File: src/rtl/ram_chk_pkg.sv
// Shared definitions for the RAM read-back checker: FSM encoding and
// the saturation limit of the mismatch counter.
package ram_chk_pkg;

  typedef enum logic [1:0] {
    IDLE   = 2'd0,
    CHECK  = 2'd1,
    REPORT = 2'd2
  } chk_state_t;

  localparam logic [7:0] ERR_CNT_MAX = 8'd255;

endpackage

File: src/rtl/ram_rd_check_if.sv
// RAM read port as seen by the checker: the master drives the RAM request
// and returns read data; the checker only observes it.
interface ram_rd_check_if #(
  parameter int ADDR_W = 5,
  parameter int DATA_W = 8
);

  logic              ram_rd_en;
  logic [ADDR_W-1:0] ram_addr;
  logic [DATA_W-1:0] ram_rd_data;

  modport master (output ram_rd_en, output ram_addr, output ram_rd_data);
  modport slave  (input  ram_rd_en, input  ram_addr, input  ram_rd_data);

endinterface

File: src/rtl/ram_lat_pipe.sv
// Fixed-depth shift register used to align the read request with the
// RAM's returned data.
module ram_lat_pipe #(
  parameter int DEPTH = 1,
  parameter int WIDTH = 1
) (
  input  logic             clk,
  input  logic             rst,
  input  logic [WIDTH-1:0] din,
  output logic [WIDTH-1:0] dout
);

  logic [WIDTH-1:0] stage [DEPTH];

  always_ff @(posedge clk) begin
    if (rst) begin
      for (int i = 0; i < DEPTH; i++) stage[i] <= '0;
    end else begin
      stage[0] <= din;
      for (int i = 1; i < DEPTH; i++) stage[i] <= stage[i-1];
    end
  end

  assign dout = stage[DEPTH-1];

endmodule

File: src/rtl/ram_rd_check.sv
// Read-back checker: compares RAM data against addr + DATA_OFS, keeps
// sticky error statistics and reports a pass/fail verdict per read burst.
module ram_rd_check
  import ram_chk_pkg::*;
#(
  parameter int RD_LAT   = 1,
  parameter int ADDR_W   = 5,
  parameter int DATA_W   = 8,
  parameter int DATA_OFS = 0
) (
  input  logic              clk,
  input  logic              rst,
  ram_rd_check_if.slave     ram,
  input  logic              clr_err,
  output logic              chk_valid,
  output logic              chk_err,
  output logic              err_flag,
  output logic [7:0]        err_cnt,
  output logic [ADDR_W-1:0] first_err_addr,
  output logic              pass_done,
  output logic              pass_ok
);

  logic              en_d;
  logic [ADDR_W-1:0] addr_d;
  logic [DATA_W-1:0] exp_data;
  logic              mismatch;
  logic              bad_pass;
  chk_state_t        state, state_nxt;

  ram_lat_pipe #(
    .DEPTH (RD_LAT),
    .WIDTH (ADDR_W + 1)
  ) u_lat_pipe (
    .clk  (clk),
    .rst  (rst),
    .din  ({ram.ram_rd_en, ram.ram_addr}),
    .dout ({en_d, addr_d})
  );

  // Expected word wraps modulo 2^DATA_W, so address wrap needs no special case
  assign exp_data = DATA_W'(addr_d) + DATA_W'(DATA_OFS);
  assign mismatch = en_d && (ram.ram_rd_data != exp_data);

  always_ff @(posedge clk) begin
    if (rst) state <= IDLE;
    else     state <= state_nxt;
  end

  always_comb begin
    state_nxt = state;
    pass_done = 1'b0;
    pass_ok   = 1'b0;
    case (state)
      IDLE:    if (en_d) state_nxt = CHECK;
      CHECK:   if (!en_d) state_nxt = REPORT;
      REPORT: begin
        state_nxt = en_d ? CHECK : IDLE;
        pass_done = 1'b1;
        pass_ok   = !bad_pass;
      end
      default: state_nxt = IDLE;
    endcase
  end

  // The first word of a burst is compared on the entry cycle, so it seeds bad_pass
  always_ff @(posedge clk) begin
    if (rst) begin
      chk_valid <= 1'b0;
      chk_err   <= 1'b0;
      bad_pass  <= 1'b0;
    end else begin
      chk_valid <= en_d;
      chk_err   <= mismatch;
      if (state != CHECK && en_d) bad_pass <= mismatch;
      else if (mismatch)          bad_pass <= 1'b1;
    end
  end

  // A clear in the same cycle as a mismatch drops that mismatch from the stats
  always_ff @(posedge clk) begin
    if (rst || clr_err) begin
      err_flag       <= 1'b0;
      err_cnt        <= '0;
      first_err_addr <= '0;
    end else if (mismatch) begin
      if (err_cnt != ERR_CNT_MAX) err_cnt <= err_cnt + 8'd1;
      err_flag <= 1'b1;
      if (!err_flag) first_err_addr <= addr_d;
    end
  end

endmodule

File: src/flat_wrapper.sv
// flat-port wrapper written by rule: the top's interface ports become plain ports
module ram_rd_check_flat import ram_chk_pkg::*;
#(
  parameter int RD_LAT   = 1,
  parameter int ADDR_W   = 5,
  parameter int DATA_W   = 8,
  parameter int DATA_OFS = 0
)
  (clk, rst, clr_err, chk_valid, chk_err, err_flag, err_cnt, first_err_addr, pass_done, pass_ok, ram_ram_rd_en, ram_ram_addr, ram_ram_rd_data);
  ram_rd_check_if #(.ADDR_W(ADDR_W), .DATA_W(DATA_W)) ram_i ();
  input  logic clk;
  input  logic rst;
  input  logic clr_err;
  output logic chk_valid;
  output logic chk_err;
  output logic err_flag;
  output logic [7:0] err_cnt;
  output logic [ADDR_W-1:0] first_err_addr;
  output logic pass_done;
  output logic pass_ok;
  input wire logic [$bits(ram_i.ram_rd_en)-1:0] ram_ram_rd_en;
  input wire logic [$bits(ram_i.ram_addr)-1:0] ram_ram_addr;
  input wire logic [$bits(ram_i.ram_rd_data)-1:0] ram_ram_rd_data;
  assign ram_i.ram_rd_en = ram_ram_rd_en;
  assign ram_i.ram_addr = ram_ram_addr;
  assign ram_i.ram_rd_data = ram_ram_rd_data;
  ram_rd_check #(.RD_LAT(RD_LAT), .ADDR_W(ADDR_W), .DATA_W(DATA_W), .DATA_OFS(DATA_OFS)) u_core (.clk(clk), .rst(rst), .ram(ram_i), .clr_err(clr_err), .chk_valid(chk_valid), .chk_err(chk_err), .err_flag(err_flag), .err_cnt(err_cnt), .first_err_addr(first_err_addr), .pass_done(pass_done), .pass_ok(pass_ok));
endmodule
File: config.mk
export PLATFORM = sky130hd
export DESIGN_NAME = ram_rd_check_flat
export DESIGN_NICKNAME = d
export VERILOG_FILES = /design/src/rtl/ram_chk_pkg.sv /design/src/rtl/ram_rd_check_if.sv /design/src/rtl/ram_lat_pipe.sv /design/src/rtl/ram_rd_check.sv /design/src/flat_wrapper.sv
export SDC_FILE = /design/constraint.sdc
export NUM_CORES = 1
export LEC_CHECK = 0
export BUFFER_PORTS_ARGS = -buffer_cell sky130_fd_sc_hd__buf_2
export CORE_MARGIN = 2
export CORE_UTILIZATION = 35
export DETAILED_ROUTE_END_ITERATION = 8
export GPL_TIMING_DRIVEN = 1
export SYNTH_ARGS = -nofsm -noshare
export SYNTH_HDL_FRONTEND = slang
export SYNTH_SLANG_ARGS = --single-unit
File: constraint.sdc
create_clock -name clk -period 4.22 [get_ports clk]
set_input_delay 0 -clock clk [delete_from_list [all_inputs] [get_ports clk]]
set_output_delay 0 -clock clk [all_outputs]
set_load 0.05 [all_outputs]
# ---- Yosys cells after proc, flatten, opt, wreduce, memory -nomap -nowiden
# Memories as Yosys holds them, arrays and structs flattened.
# Index checks and enable logic that the tools add are counted.
dict set report op_classes {
  reduce_logical 10
  addsub 1
  n_eq_ne 7
  bitwise_logic 1
  muxes 13
}
# op n
set ops {}
lappend ops {{two-way mux 1 bit} 9}
lappend ops {{adder 8 x 1 -> 8 bit, second input constant} 1}
lappend ops {{!= test 8 x 5 -> 1 bit} 1}
lappend ops {{!= test 8 bit, second input constant} 1}
lappend ops {{two-way mux 6 bit} 1}
lappend ops {{one-hot mux 2 bit (3 select lines)} 1}
lappend ops {{AND reduction 2 bit} 3}
lappend ops {{OR reduction 6 bit} 1}
lappend ops {{two-way mux 2 bit} 2}
lappend ops {{!= test 2 bit, second input constant} 2}
lappend ops {{equality test 2 x 1 -> 1 bit, second input constant} 1}
lappend ops {{equality test 2 bit, second input constant} 1}
lappend ops {{logical AND 1 bit} 2}
lappend ops {{logical NOT 2 bit} 1}
lappend ops {{!= test 2 x 1 -> 1 bit, second input constant} 1}
lappend ops {{nonzero test 2 bit} 1}
lappend ops {{logical NOT 1 bit} 1}
lappend ops {{logical OR 1 bit} 1}
lappend ops {{NOT 1 bit} 1}
dict set report word_totals {
  mem_bits_rw 6
  mem_count 1
  regBits 19
}
# memory depth word_bits read_ports rd_ports_with_merged_regs write_ports line_no
set mem_list {}
lappend mem_list {u_core.u_lat_pipe.stage 1 6 1 0 1 ram_lat_pipe.sv:13} ;# logic [WIDTH-1:0] stage [DEPTH];

# ---- Longest topological paths before layout
# An unclocked memory read counts as a cell.
dict set report depth {
  depth_word 5
  ltp_mapped 6
}

# ---- By module
# Synthesis repeated with hierarchy kept, for this count alone.
dict set report unflattened {
  hier_cells 109
  hier_area_um2 1018.5
}
# module seq_area_each_um2 area_per_inst_um2 cells_per_inst n_inst
set modules_own_cells {}
lappend modules_own_cells {ram_rd_check 380.4 860.8 97 1}
lappend modules_own_cells {ram_lat_pipe 120.1 157.7 12 1}

# ---- Least setup slack after synthesis
# No wires, ideal clock.
dict set report synth_timing {
  kind {register to output}
  start {register u_core.state[1]}
  end {output port pass_ok}
  t_arrival_ns 1.870
  stages_incl_launch_ff 3
  path_buffers 0
  path_slack_ns 2.350
  path_cell_list {dfxtp_1 > nor2b_1 > nor2b_1}
}
dict set report synth_between {
  elab_chain_cells 2
}
# item line_no
set synth_rtl {}
lappend synth_rtl {{start, declared} ram_rd_check.sv:29} ;# chk_state_t state, state_nxt;
lappend synth_rtl {{start signal, assigned} ram_rd_check.sv:47} ;# else state <= state_nxt;
lappend synth_rtl {{equality test 2 bit} ram_rd_check.sv:54} ;# case (state)
lappend synth_rtl {{two-way mux 1 bit} ram_rd_check.sv:54}
lappend synth_rtl {{end, declared} flat_wrapper.sv:20} ;# output logic pass_ok;
# Every way passes these cells.

# ---- Worst setup path in the final report
dict set report layout_timing {
  start {register u_core.err_cnt[0]}
  end {register u_core.err_cnt[5]}
}
dict set report layout_between {
  elab_chain_cells 2
  elab_cells_between_ends 3
  cone_classes {add/sub: 1; eq/ne: 1; reduce/logical: 1}
}
# item line_no
set layout_rtl {}
lappend layout_rtl {{start, declared} ram_rd_check.sv:18} ;# output logic [7:0] err_cnt,
lappend layout_rtl {{start signal, assigned} ram_rd_check.sv:87} ;# if (err_cnt != ERR_CNT_MAX) err_cnt <= err_cnt + 8'd1;
lappend layout_rtl {{parallel branches: the longest is 2 deep, another holds adder 8 x 1 -> 8 bit} -}
# Several ways; the timed one is not identified.
# A chain may end at the register's enable or synchronous reset.

==> key figures <==
Global routing
  • Largest net degree at the start of global routing: 14
  • Met1 Track Usage GR: 18.83%
  • Grt peak-use layer: met2
  • First-pass GRT wire length: 3905 um
  • Total GRT Usage: 14.36%
  • Vias in the first global route: 918
  • Total gr overflow: 0
  • Initial antenna violation count: 0
  • Grt met3 use: 1.965%
  • Grt met2 use: 23.14%

Finish
  • Filler cells: 292
  • Antenna Cells: 0
  • Share of cells above drive strength 1: 28.22%
  • Layout Area Growth over Synthesis: 31.76%
  • Multi-input logic area: 538.0 sq um
  • Sequential cell area: 500.5 sq um
  • Fin cells: 196
  • Nets@finish: 182

Logic synthesis
  • Sequential area share after synthesis: 46.19%
  • Area contributors post-synth: dfxtp_1 (46%), nand3_1 (4.6%), nor2b_1 (4.6%), a21oi_2 (4.0%), o21ai_1 (3.7%)
  • Share of the synthesized area in the top cell type: 46.19%
  • Yosys cell types: 35
  • Ys async rst share: 0%
  • Most numerous cell in the Yosys netlist: dfxtp_1
  • Syn Nets: 134
  • Leading area contributor after synthesis: dfxtp_1
  • Top_reg_cell synth: dfxtp_1
  • Most common library cells after synthesis: dfxtp_1 (25), nand3_1 (10), nand2_1 (8), nor2b_1 (8), o21ai_1 (8)
  • EDFF count, synth: 0
  • Post-Syn Instances: 116
  • FF+latch count, synth: 25
  • Synthesized area: 1084 sq um
  • Avg Inst Size Synth: 9.341 sq um
  • Ys Warns: 0

Die
  • Die Wd: 59.64 um
  • CORE AREA: 3003 sq um
  • Starting Density: 36.08%
  • Row cnt: 20
  • IO Pins: 35
  • Die Area: 3557 sq um
  • Die Span Y: 59.64 um

Clocking
  • Clock net sink count: 25
  • CTS max path bufs: 2
  • Clk Latency, worst-skew pair: 0.31 ns
  • CTS Buf Count: 3
  • CTS HTree Levels: 1
  • Reg clk slew, reported paths: 0.13 ns
  • CTS tree: yes
  • Root Buffer: clkbuf_4

Placement
  • Post-DP HPWL: 1769 um
  • # placed instances: 178
  • Routability cong.: 0.7535
  • Input/output buffers: 34
  • Pre-CTS setup slack: 2.554 ns

Power
  • Sw Share: 25.38%
  • Cell internal pwr: 0.0003048 W
  • Sw Pwr: 0.0001037 W
  • Comb power frac: 13.9%
  • Final Power: 0.0004085 W
  • Max IR drop VDD: 0.1689 mV
  • Pwr/cell area: 286.2 nW/um^2
  • Clock power frac: 25.5%
  • Flop pwr share: 60.6%
  • Leakage: 0.5854 nW

Timing
  • Period utilization: 40.19%
  • Final hold vios: 0
  • Minimum clock period: 1.696 ns
  • Max Slew Vio Count: 0
  • Clock skew: 0.003910 ns
  • Actual slew at the worst max-slew pin: 0.7496 ns
  • Final setup viols: 0
  • Setup TNS: 0 ns
  • Slew HR: 49.84%
  • Max Clock Freq: 589.6 MHz
  • Fin worst setup slack: 2.524 ns
  • RSZ-0062 raised after global routing: no

Setup path
  • CP startpoint: u_core.err_cnt[0]$_SDFFE_PP0P_
  • FF-to-FF Start: u_core.err_cnt[0]$_SDFFE_PP0P_
  • Max FO, Critical Path: 10
  • Critical Path RT: 4.46 ns
  • Kind of critical path: reg2reg
  • CP Capture Type: flop
  • CP Launch Type: flop
  • Critical Path AT: 1.94 ns

Route
  • Wire per inst: 12.31 um
  • Routed Antenna Nets: 0
  • DRC viols: 0
  • WL final: 2413 um
  • Vias: 988
  • Vias per cell: 5.041
  • Initial DRC count: 41
  • First-pass DRT Iterations: 4

Worst hold path
  • HP Start: ram_ram_rd_data[6]
  • Worst Hold Class: in2reg

Flow run
  • Max_cap viols: 0

Status
  • Status: complete, no violations
## power groups by stage
| stage | Combinational (W) | Sequential, W | Clock (W) |
|---|---|---|---|
| floorplan | 0.0000275 | 0.000259 | 0 |
| global placement | 0.0000467 | 0.000253 | 0 |
| detailed placement | 0.0000472 | 0.000253 | 0 |
| CTS | 0.0000569 | 0.000248 | 0.000112 |
| global route | 0.0000618 | 0.000248 | 0.000119 |
| finish | 0.0000566 | 0.000248 | 0.000104 |
## routing by layer
| metal | wire (um) | share of wire, % | up-vias |
|---|---|---|---|
| met1 | 1203 | 50 | 452 |
| met4 | 36 | 1.5 | 0 |
| met3 | 76 | 3.1 | 4 |
| met5 | 0 | 0 | - |
| met2 | 1096 | 45 | 22 |
| li1 | - | - | 510 |
## stage by stage
stage	hold slack, ns	utilization, %	area [sq um]
after CTS	0.09345	47.54	1428
after floorplan	0.1282	-	1084
final	0.1081	47.54	1428
after detailed placement	0.2215	42.00	1261
after global routing	0.1159	47.54	1428
after global placement	0.2114	42.00	1261
## placed cells by master, fill, tap and decap left out, drive strengths merged
cell / count
a211o: 1
a21oi: 9
and4: 1
and4b: 1
buf: 34
clkbuf: 4
dfxtp: 25
dlygate4sd3: 14
ha: 1
inv: 3
nand2: 8
nand2b: 2
nand3: 10
nand3b: 1
nand4: 2
nor2: 7
nor2b: 8
nor3: 2
nor4: 1
o211ai: 1
o21ai: 9
o311ai: 1
o31ai: 3
o41ai: 1
or2: 1
or3: 4
or3b: 1
or4: 3
xnor2: 4
xor2: 1
## flip-flops by register name (all words and copies together), names as in the netlist
name                     count
u_core.err_flag              1
u_core.chk_valid             1
u_core.err_cnt               8
u_core.first_err_addr        5
u_core.bad_pass              1
u_core.chk_err               1
u_core.state                 2
u_core.u_lat_pipe.stage      6
## area by class of cell
type,count,share of cell area [%]
repair buffers,48,21.74
multi-input cells,83,37.69
clock buffers,4,1.840
well taps,33,2.892
inverters,3,0.7888
flip-flops and latches,25,35.06
## final timing paths
check                                   end  slack, ns  cells past startpoint
max          u_core.err_cnt[5]$_SDFFE_PP0P_       2.52                      6
min               u_core.chk_err$_SDFF_PP0_       0.11                      4
max reg2reg  u_core.err_cnt[5]$_SDFFE_PP0P_       2.52                      6
min reg2reg    u_core.state[0]$_SDFFE_PP0P_       0.45                      1
## worst max-delay path, cell delays in order, from the launching register on
cell and delay, ns:
dfxtp_1 0.41, ha_1 0.24, nand3_1 0.11, nor2_1 0.46
or3_1 0.22, o211ai_1 0.08, o31ai_1 0.10
## cells by family (layout without fill, tap and decap cells)
logic type,after synthesis,in the layout,share of synthesized area (%)
xor+xnor,5,5,4.041
simple gates,52,52,28.18
fa+ha+maj,1,1,1.155
compound gates,25,25,16.28
buf+inv,8,55,4.157
flops,25,25,46.19
## what timing repair did
| action | in CTS | in global routing |
|---|---|---|
| hold endpoints to repair | 9 | 0 |
| buffers inserted | 0 | 0 |
| gates resized for setup | 0 | 0 |
| hold buffers | 14 | 0 |
| endpoints found under the setup margin | 0 | 0 |
No activity file was read; power rests on OpenSTA's default activity.
